===== config.mk =====
export PLATFORM = sky130hd
export DESIGN_NAME = eel_run_sequencer
export DESIGN_NICKNAME = d
export VERILOG_FILES = /design/src/rtl/eel_run_sequencer.sv
export SDC_FILE = /design/constraint.sdc
export NUM_CORES = 1
export LEC_CHECK = 0
export BUFFER_PORTS_ARGS = -buffer_cell sky130_fd_sc_hd__buf_2
export CAP_MARGIN = 20
export CORE_MARGIN = 2
export CORE_UTILIZATION = 32
export CTS_CLUSTER_SIZE = 40
export DETAILED_ROUTE_END_ITERATION = 16
export PLACE_DENSITY = 0.52
export SYNTH_ARGS = -nofsm -noshare
export SYNTH_HDL_FRONTEND = slang
export SYNTH_SLANG_ARGS = --single-unit

===== constraint.sdc =====
create_clock -name CLK -period 4 [get_ports CLK]
set_input_delay 0.4 -clock CLK [delete_from_list [all_inputs] [get_ports CLK]]
set_output_delay 0.4 -clock CLK [all_outputs]
set_load 0.005 [all_outputs]

===== src/rtl/eel_run_sequencer.sv =====
`default_nettype none
// ============================================================================
// eel_run_sequencer: staggered core-reset release, run-cycle counting and
// halt/timeout run termination for NUM_CH EEL core instances.
// Revision: 1.0
// ============================================================================
module eel_run_sequencer #(
    parameter int unsigned NUM_CH         = 2,
    parameter int unsigned HOLD_CYCLES    = 4,
    parameter int unsigned STAGGER_CYCLES = 2,
    parameter int unsigned MAX_CYCLES     = 30,
    parameter int unsigned CNT_W          = 16,
    parameter bit          AUTO_START     = 1'b1
) (
    input  logic              CLK,
    input  logic              RST,
    input  logic              START,
    input  logic [NUM_CH-1:0] HALT_REQ,
    output logic [NUM_CH-1:0] CORE_RST,
    output logic              RUNNING,
    output logic              DONE,
    output logic              TIMEOUT,
    output logic [NUM_CH-1:0] HALT_SRC,
    output logic [CNT_W-1:0]  CYCLE_CNT
);

    localparam int unsigned TMR_MAX = (HOLD_CYCLES > STAGGER_CYCLES) ? HOLD_CYCLES : STAGGER_CYCLES;
    localparam int          TMR_W   = (TMR_MAX > 1) ? $clog2(TMR_MAX) : 1;
    localparam int          CH_W    = (NUM_CH > 1) ? $clog2(NUM_CH) : 1;

    localparam logic [TMR_W-1:0] HOLD_LAST = TMR_W'(HOLD_CYCLES - 1);
    localparam logic [TMR_W-1:0] STAG_LAST = TMR_W'((STAGGER_CYCLES > 0) ? (STAGGER_CYCLES - 1) : 0);
    localparam logic [CH_W-1:0]  LAST_CH   = CH_W'(NUM_CH - 1);
    localparam bit               DIRECT_RUN = (NUM_CH == 1) || (STAGGER_CYCLES == 0);

    generate
        if (NUM_CH < 1 || HOLD_CYCLES < 1) begin : g_shape_err
            $error("eel_run_sequencer: NUM_CH and HOLD_CYCLES must be >= 1");
        end
        if (CNT_W < 32) begin : g_budget_check
            if (64'(MAX_CYCLES) >= (64'd1 << CNT_W)) begin : g_budget_err
                $error("eel_run_sequencer: MAX_CYCLES does not fit in CNT_W bits");
            end
        end
    endgenerate

    typedef enum logic [2:0] {
        ST_IDLE    = 3'd0,
        ST_HOLD    = 3'd1,
        ST_RELEASE = 3'd2,
        ST_RUN     = 3'd3,
        ST_HALT    = 3'd4
    } state_t;

    state_t             state_q,    state_d;
    logic [NUM_CH-1:0]  core_rst_q, core_rst_d;
    logic               done_q,     done_d;
    logic               timeout_q,  timeout_d;
    logic [NUM_CH-1:0]  halt_src_q, halt_src_d;
    logic [CNT_W-1:0]   cnt_q,      cnt_d;
    logic [TMR_W-1:0]   tmr_q,      tmr_d;
    logic [CH_W-1:0]    ch_idx_q,   ch_idx_d;

    logic               w_halt_hit;
    logic               w_budget_hit;
    logic [32:0]        w_cnt_inc;

    always_ff @(posedge CLK or negedge RST) begin
        if (!RST) begin
            state_q    <= ST_IDLE;
            core_rst_q <= '1;
            done_q     <= 1'b0;
            timeout_q  <= 1'b0;
            halt_src_q <= '0;
            cnt_q      <= '0;
            tmr_q      <= '0;
            ch_idx_q   <= '0;
        end else begin
            state_q    <= state_d;
            core_rst_q <= core_rst_d;
            done_q     <= done_d;
            timeout_q  <= timeout_d;
            halt_src_q <= halt_src_d;
            cnt_q      <= cnt_d;
            tmr_q      <= tmr_d;
            ch_idx_q   <= ch_idx_d;
        end
    end

    always_comb begin
        state_d    = state_q;
        core_rst_d = core_rst_q;
        done_d     = done_q;
        timeout_d  = timeout_q;
        halt_src_d = halt_src_q;
        cnt_d      = cnt_q;
        tmr_d      = tmr_q;
        ch_idx_d   = ch_idx_q;

        // Budget compare is done one bit wider than 32 so the +1 cannot wrap.
        w_halt_hit   = |HALT_REQ;
        w_cnt_inc    = 33'(cnt_q) + 33'd1;
        w_budget_hit = (MAX_CYCLES != 0) && (w_cnt_inc == 33'(MAX_CYCLES));

        case (state_q)
            ST_IDLE: begin
                core_rst_d = '1;
                if (AUTO_START || START) begin
                    state_d = ST_HOLD;
                    tmr_d   = '0;
                end
            end
            ST_HOLD: begin
                if (tmr_q == HOLD_LAST) begin
                    tmr_d    = '0;
                    ch_idx_d = CH_W'(1);
                    if (DIRECT_RUN) begin
                        core_rst_d = '0;
                        cnt_d      = '0;
                        state_d    = ST_RUN;
                    end else begin
                        core_rst_d[0] = 1'b0;
                        state_d       = ST_RELEASE;
                    end
                end else begin
                    tmr_d = tmr_q + TMR_W'(1);
                end
            end
            ST_RELEASE: begin
                if (tmr_q == STAG_LAST) begin
                    tmr_d                = '0;
                    core_rst_d[ch_idx_q] = 1'b0;
                    ch_idx_d             = ch_idx_q + CH_W'(1);
                    if (ch_idx_q == LAST_CH) begin
                        cnt_d   = '0;
                        state_d = ST_RUN;
                    end
                end else begin
                    tmr_d = tmr_q + TMR_W'(1);
                end
            end
            ST_RUN: begin
                cnt_d = (cnt_q == '1) ? cnt_q : cnt_q + CNT_W'(1);
                if (w_halt_hit || w_budget_hit) begin
                    state_d    = ST_HALT;
                    halt_src_d = HALT_REQ;
                    timeout_d  = w_budget_hit;
                    done_d     = 1'b1;
                    core_rst_d = '1;
                end
            end
            ST_HALT: begin
                if (START) begin
                    state_d    = ST_HOLD;
                    tmr_d      = '0;
                    done_d     = 1'b0;
                    timeout_d  = 1'b0;
                    halt_src_d = '0;
                    cnt_d      = '0;
                end
            end
            default: begin
                state_d = ST_IDLE;
            end
        endcase
    end

    assign CORE_RST  = core_rst_q;
    assign RUNNING   = (state_q == ST_RUN);
    assign DONE      = done_q;
    assign TIMEOUT   = timeout_q;
    assign HALT_SRC  = halt_src_q;
    assign CYCLE_CNT = cnt_q;

endmodule
`default_nettype wire


==> summary.json <==
{
  "gr-max-usage-layer": "met1",
  "first_pass_iters": 4,
  "setup_viol_count_final": 0,
  "fin_nets": 251,
  "drv_slew": 0,
  "hold_viol": 0,
  "cp-end-kind": "flop",
  "drtAntennaViolNets": 0,
  "grt_util_met1_pct": 23.6,
  "num_rows": 28,
  "detail_route.vias_per_cell": 5.37,
  "flow.area_growth_from_synthesis_pct": 10.7,
  "syn_inst": 225,
  "status": "complete, no violations",
  "routed_wire_length_per_instance_um": 14.7,
  "placed_cells_incl_taps": 311,
  "rsz_0062_raised_after_global_routing": "false",
  "fin_worst_skew_ns": 0.0113,
  "drt_drc_violations_left": 0,
  "globalRouteMet2Util_pct": 22.5,
  "tightestPinTransition_ns": 0.718,
  "worstPathMaxFanout": 17,
  "clock_root_buffer_master": "sky130_fd_sc_hd__clkbuf_8",
  "design.portCount": 28,
  "critPathArrivalTime_ns": 2.70,
  "synth_enable_flop_cells": 0,
  "postSynthAreaPerCell_um2": 8.61,
  "grt_pass1_vias": 1605,
  "routed_wl_mm": 4.62,
  "comb_power_share_pct": 37.4,
  "timing.setup.tns_ns": 0,
  "pin_count_of_the_biggest_net_entering_global_routing": 29,
  "cts.htree.levels": 1,
  "cts_made_buffers": 3,
  "insertedDiodeCount": 0,
  "layout.cells.non_filler": 315,
  "aggregate_global_routing_overflow": 0,
  "post-route-period-util_pct": 63.3,
  "final.min_clock_period_ns": 2.53,
  "final.fill_count": 639,
  "floorplan.core_area_um2": 5890,
  "static-leakage-power_nw": 0.927,
  "hold_path_class": "in -> async",
  "number_of_drc_markers_after_the_initial_detailed_route_iteration": 144,
  "maxClockFrequency_mhz": 395,
  "cts_hold_buf": 0,
  "clock_sink_count": 28,
  "insertion_delay_ns": 0.28,
  "postSynth.asyncResetShare_pct": 100,
  "postLayoutCellArea_um2": 2150,
  "drive_above_1_share_pct": 20.0,
  "post_cts_buffers": 0,
  "worst-setup-path-type": "reg -> reg",
  "dieHeight_um": 81.8,
  "maximum_buffer_depth_of_the_clock_tree": 2,
  "dp_hpwl_mm": 3.26,
  "power.ir.vdd_worst_v": 0.000224,
  "vias": 1693,
  "pwr_density_cell_nw_per_um2": 457,
  "ys.warnings.count": 0,
  "switchingPower_uw": 393,
  "worst_path_clk_slew_ns": 0.11,
  "fp.dieArea_um2": 6700,
  "timing.critical_path.required_ns": 4.17,
  "grtUsageMet3_pct": 1.43,
  "critical_path.reg2reg.startpoint": "CYCLE_CNT[0]",
  "combined_area_of_the_multi_input_logic_cells_um2": 1140,
  "initial_core_util_pct": 32.9,
  "io_buffer_count": 27,
  "maxCapViolCount": 0,
  "area.sequential_um2": 703,
  "clock_power_share_pct": 18.7,
  "internal-power_uw": 587,
  "ys_dominant_reg_cell": "sky130_fd_sc_hd__dfrtp_1",
  "finalWeightedCongestion": 0.798,
  "launching_instance_or_port_of_the_critical_path": "CYCLE_CNT[0]",
  "die_width_um": 81.8,
  "synth.cell_area_um2": 1940,
  "antenna_found_initial": 0,
  "worst_slew_slack_as_a_fraction_of_its_limit_pct": 52.0,
  "cts-resized-gates": 0,
  "cts_tree": "built",
  "post_dp_cell_area_um2": 2090,
  "synth_cell_types": 55,
  "synth.ff_latch_count": 28,
  "switching_share_pct": 40.1,
  "share_seq_of_total_power_pct": 43.8,
  "cp-start-kind": "flop",
  "grt_pass1_wl_mm": 8.02,
  "gr-usage-all-layers_pct": 15.2,
  "share_of_the_yosys_chip_area_belonging_to_registers_pct": 36.3,
  "synth.net_count": 235,
  "setup.reg_to_reg.worst_slack_ns": 1.47
}
## final timing paths
check	end	cells past startpoint
min	CYCLE_CNT[12]	1
max	CYCLE_CNT[7]	7
min in group CLK	HALT_SRC[1]	2
max reg2reg	CYCLE_CNT[7]	7
min reg2reg	CORE_RST[1]	1
max in group asynchronous	CYCLE_CNT[11]	1
## flip-flops by register name, summed over array words and instances, names as in the netlist
signal,flops
HALT_SRC,2
TIMEOUT,1
CYCLE_CNT,16
DONE,1
ch_idx_q,1
tmr_q,2
state_q,3
CORE_RST,2
## cell families after synthesis
logic type | Yosys count | synth area share [%]
and+or+nand+nor | 90 | 27.6
AOI/OAI and AO/OA | 75 | 25.1
DFF | 28 | 36.3
buffers and inverters | 21 | 4.91
xor gates and xnor gates | 5 | 2.26
adders and majority gates | 5 | 3.23
muxes | 1 | 0.581
## critical path, cell delays in order (launching register included)
cell	delay, ns
sky130_fd_sc_hd__dfrtp_1	0.53
sky130_fd_sc_hd__ha_1	0.29
sky130_fd_sc_hd__nand4_1	0.20
sky130_fd_sc_hd__nor3_4	0.33
sky130_fd_sc_hd__nand3_1	0.13
sky130_fd_sc_hd__a31oi_2	0.64
sky130_fd_sc_hd__o21ai_0	0.21
sky130_fd_sc_hd__o41ai_1	0.10
## layout by cell type, fill, tap and decap left out, types with 2 or more instances in the layout
cell type / n
sky130_fd_sc_hd__a211oi_1: 2
sky130_fd_sc_hd__a21o_1: 2
sky130_fd_sc_hd__a21oi_1: 6
sky130_fd_sc_hd__a22oi_1: 2
sky130_fd_sc_hd__a31oi_1: 7
sky130_fd_sc_hd__and2_1: 3
sky130_fd_sc_hd__and3_1: 4
sky130_fd_sc_hd__and4_1: 3
sky130_fd_sc_hd__buf_2: 27
sky130_fd_sc_hd__clkbuf_8: 4
sky130_fd_sc_hd__dfrtp_1: 26
sky130_fd_sc_hd__dfstp_2: 2
sky130_fd_sc_hd__ha_1: 5
sky130_fd_sc_hd__inv_1: 3
sky130_fd_sc_hd__inv_2: 2
sky130_fd_sc_hd__nand2_1: 23
sky130_fd_sc_hd__nand2b_1: 5
sky130_fd_sc_hd__nand3_1: 6
sky130_fd_sc_hd__nand4_1: 5
sky130_fd_sc_hd__nand4_4: 2
sky130_fd_sc_hd__nor2_1: 20
sky130_fd_sc_hd__nor2b_1: 5
sky130_fd_sc_hd__nor4_1: 2
sky130_fd_sc_hd__o211ai_1: 2
sky130_fd_sc_hd__o21ai_0: 27
sky130_fd_sc_hd__o21ai_1: 5
sky130_fd_sc_hd__o31ai_1: 10
sky130_fd_sc_hd__xnor2_1: 4
## layer usage
metal / part of all wire, % / routed length (µm)
met4: 0.74 / 34
met3: 3.2 / 148
met1: 53 / 2440
met5: 0 / 0
met2: 43 / 1990
## metrics by stage
step | util [%] | hold WS (ns) | setup slack, ns | power [mW]
final | 36.5 | 0.139 | 1.47 | 0.980
after global routing | 36.5 | 0.187 | 1.17 | 1.07
after CTS | 36.5 | 0.166 | 1.48 | 0.987
after detailed placement | 35.5 | 0.474 | 1.49 | 0.799
after floorplan | - | 0.104 | 1.93 | 0.702
after global placement | 35.5 | 0.476 | 1.49 | 0.808
## power groups by stage
stage               combinational [mW]  clock, mW  sequential (mW)
CTS                              0.368      0.190            0.429
finish                           0.367      0.184            0.430
global placement                 0.374          0            0.434
floorplan                        0.306          0            0.396
global route                     0.429      0.201            0.444
detailed placement               0.364          0            0.434
## cell type report
cell class	count	share of cell area, %
tap	75	4.37
clock buffer	4	2.57
timing repair buffer	27	6.30
inverter	5	0.875
sequential	28	32.8
multi-input combinational	176	53.1
## synthesized netlist by cell type (2+ instances only)
cell type                  number  area, µm²
sky130_fd_sc_hd__and2_1         3       18.8
sky130_fd_sc_hd__and3_1         4       25.0
sky130_fd_sc_hd__buf_4          3       22.5
sky130_fd_sc_hd__a21oi_1        6       30.0
sky130_fd_sc_hd__buf_2          4       20.0
sky130_fd_sc_hd__inv_2          2       7.51
sky130_fd_sc_hd__a22oi_1        2       15.0
sky130_fd_sc_hd__o31ai_1       10       75.1
sky130_fd_sc_hd__o21ai_1        5       25.0
sky130_fd_sc_hd__a31oi_1        7       43.8
sky130_fd_sc_hd__ha_1           5       62.6
sky130_fd_sc_hd__inv_1          3       11.3
sky130_fd_sc_hd__dfstp_2        2       52.6
sky130_fd_sc_hd__clkbuf_1       9       33.8
sky130_fd_sc_hd__nand2b_1       5       31.3
sky130_fd_sc_hd__o21ai_0       27        135
sky130_fd_sc_hd__and4_1         3       26.3
sky130_fd_sc_hd__nand4_1        5       31.3
sky130_fd_sc_hd__o211ai_1       2       15.0
sky130_fd_sc_hd__nor2_1        20       75.1
sky130_fd_sc_hd__nand2_1       23       86.3
sky130_fd_sc_hd__dfrtp_1       26        651
sky130_fd_sc_hd__nand3_1        6       30.0
sky130_fd_sc_hd__nand4_4        2       42.5
sky130_fd_sc_hd__nor4_1         2       12.5
sky130_fd_sc_hd__a21o_1         2       15.0
sky130_fd_sc_hd__nor2b_1        5       31.3
sky130_fd_sc_hd__a211oi_1       2       15.0
sky130_fd_sc_hd__xnor2_1        4       35.0
(Power assumes the default switching activity.)
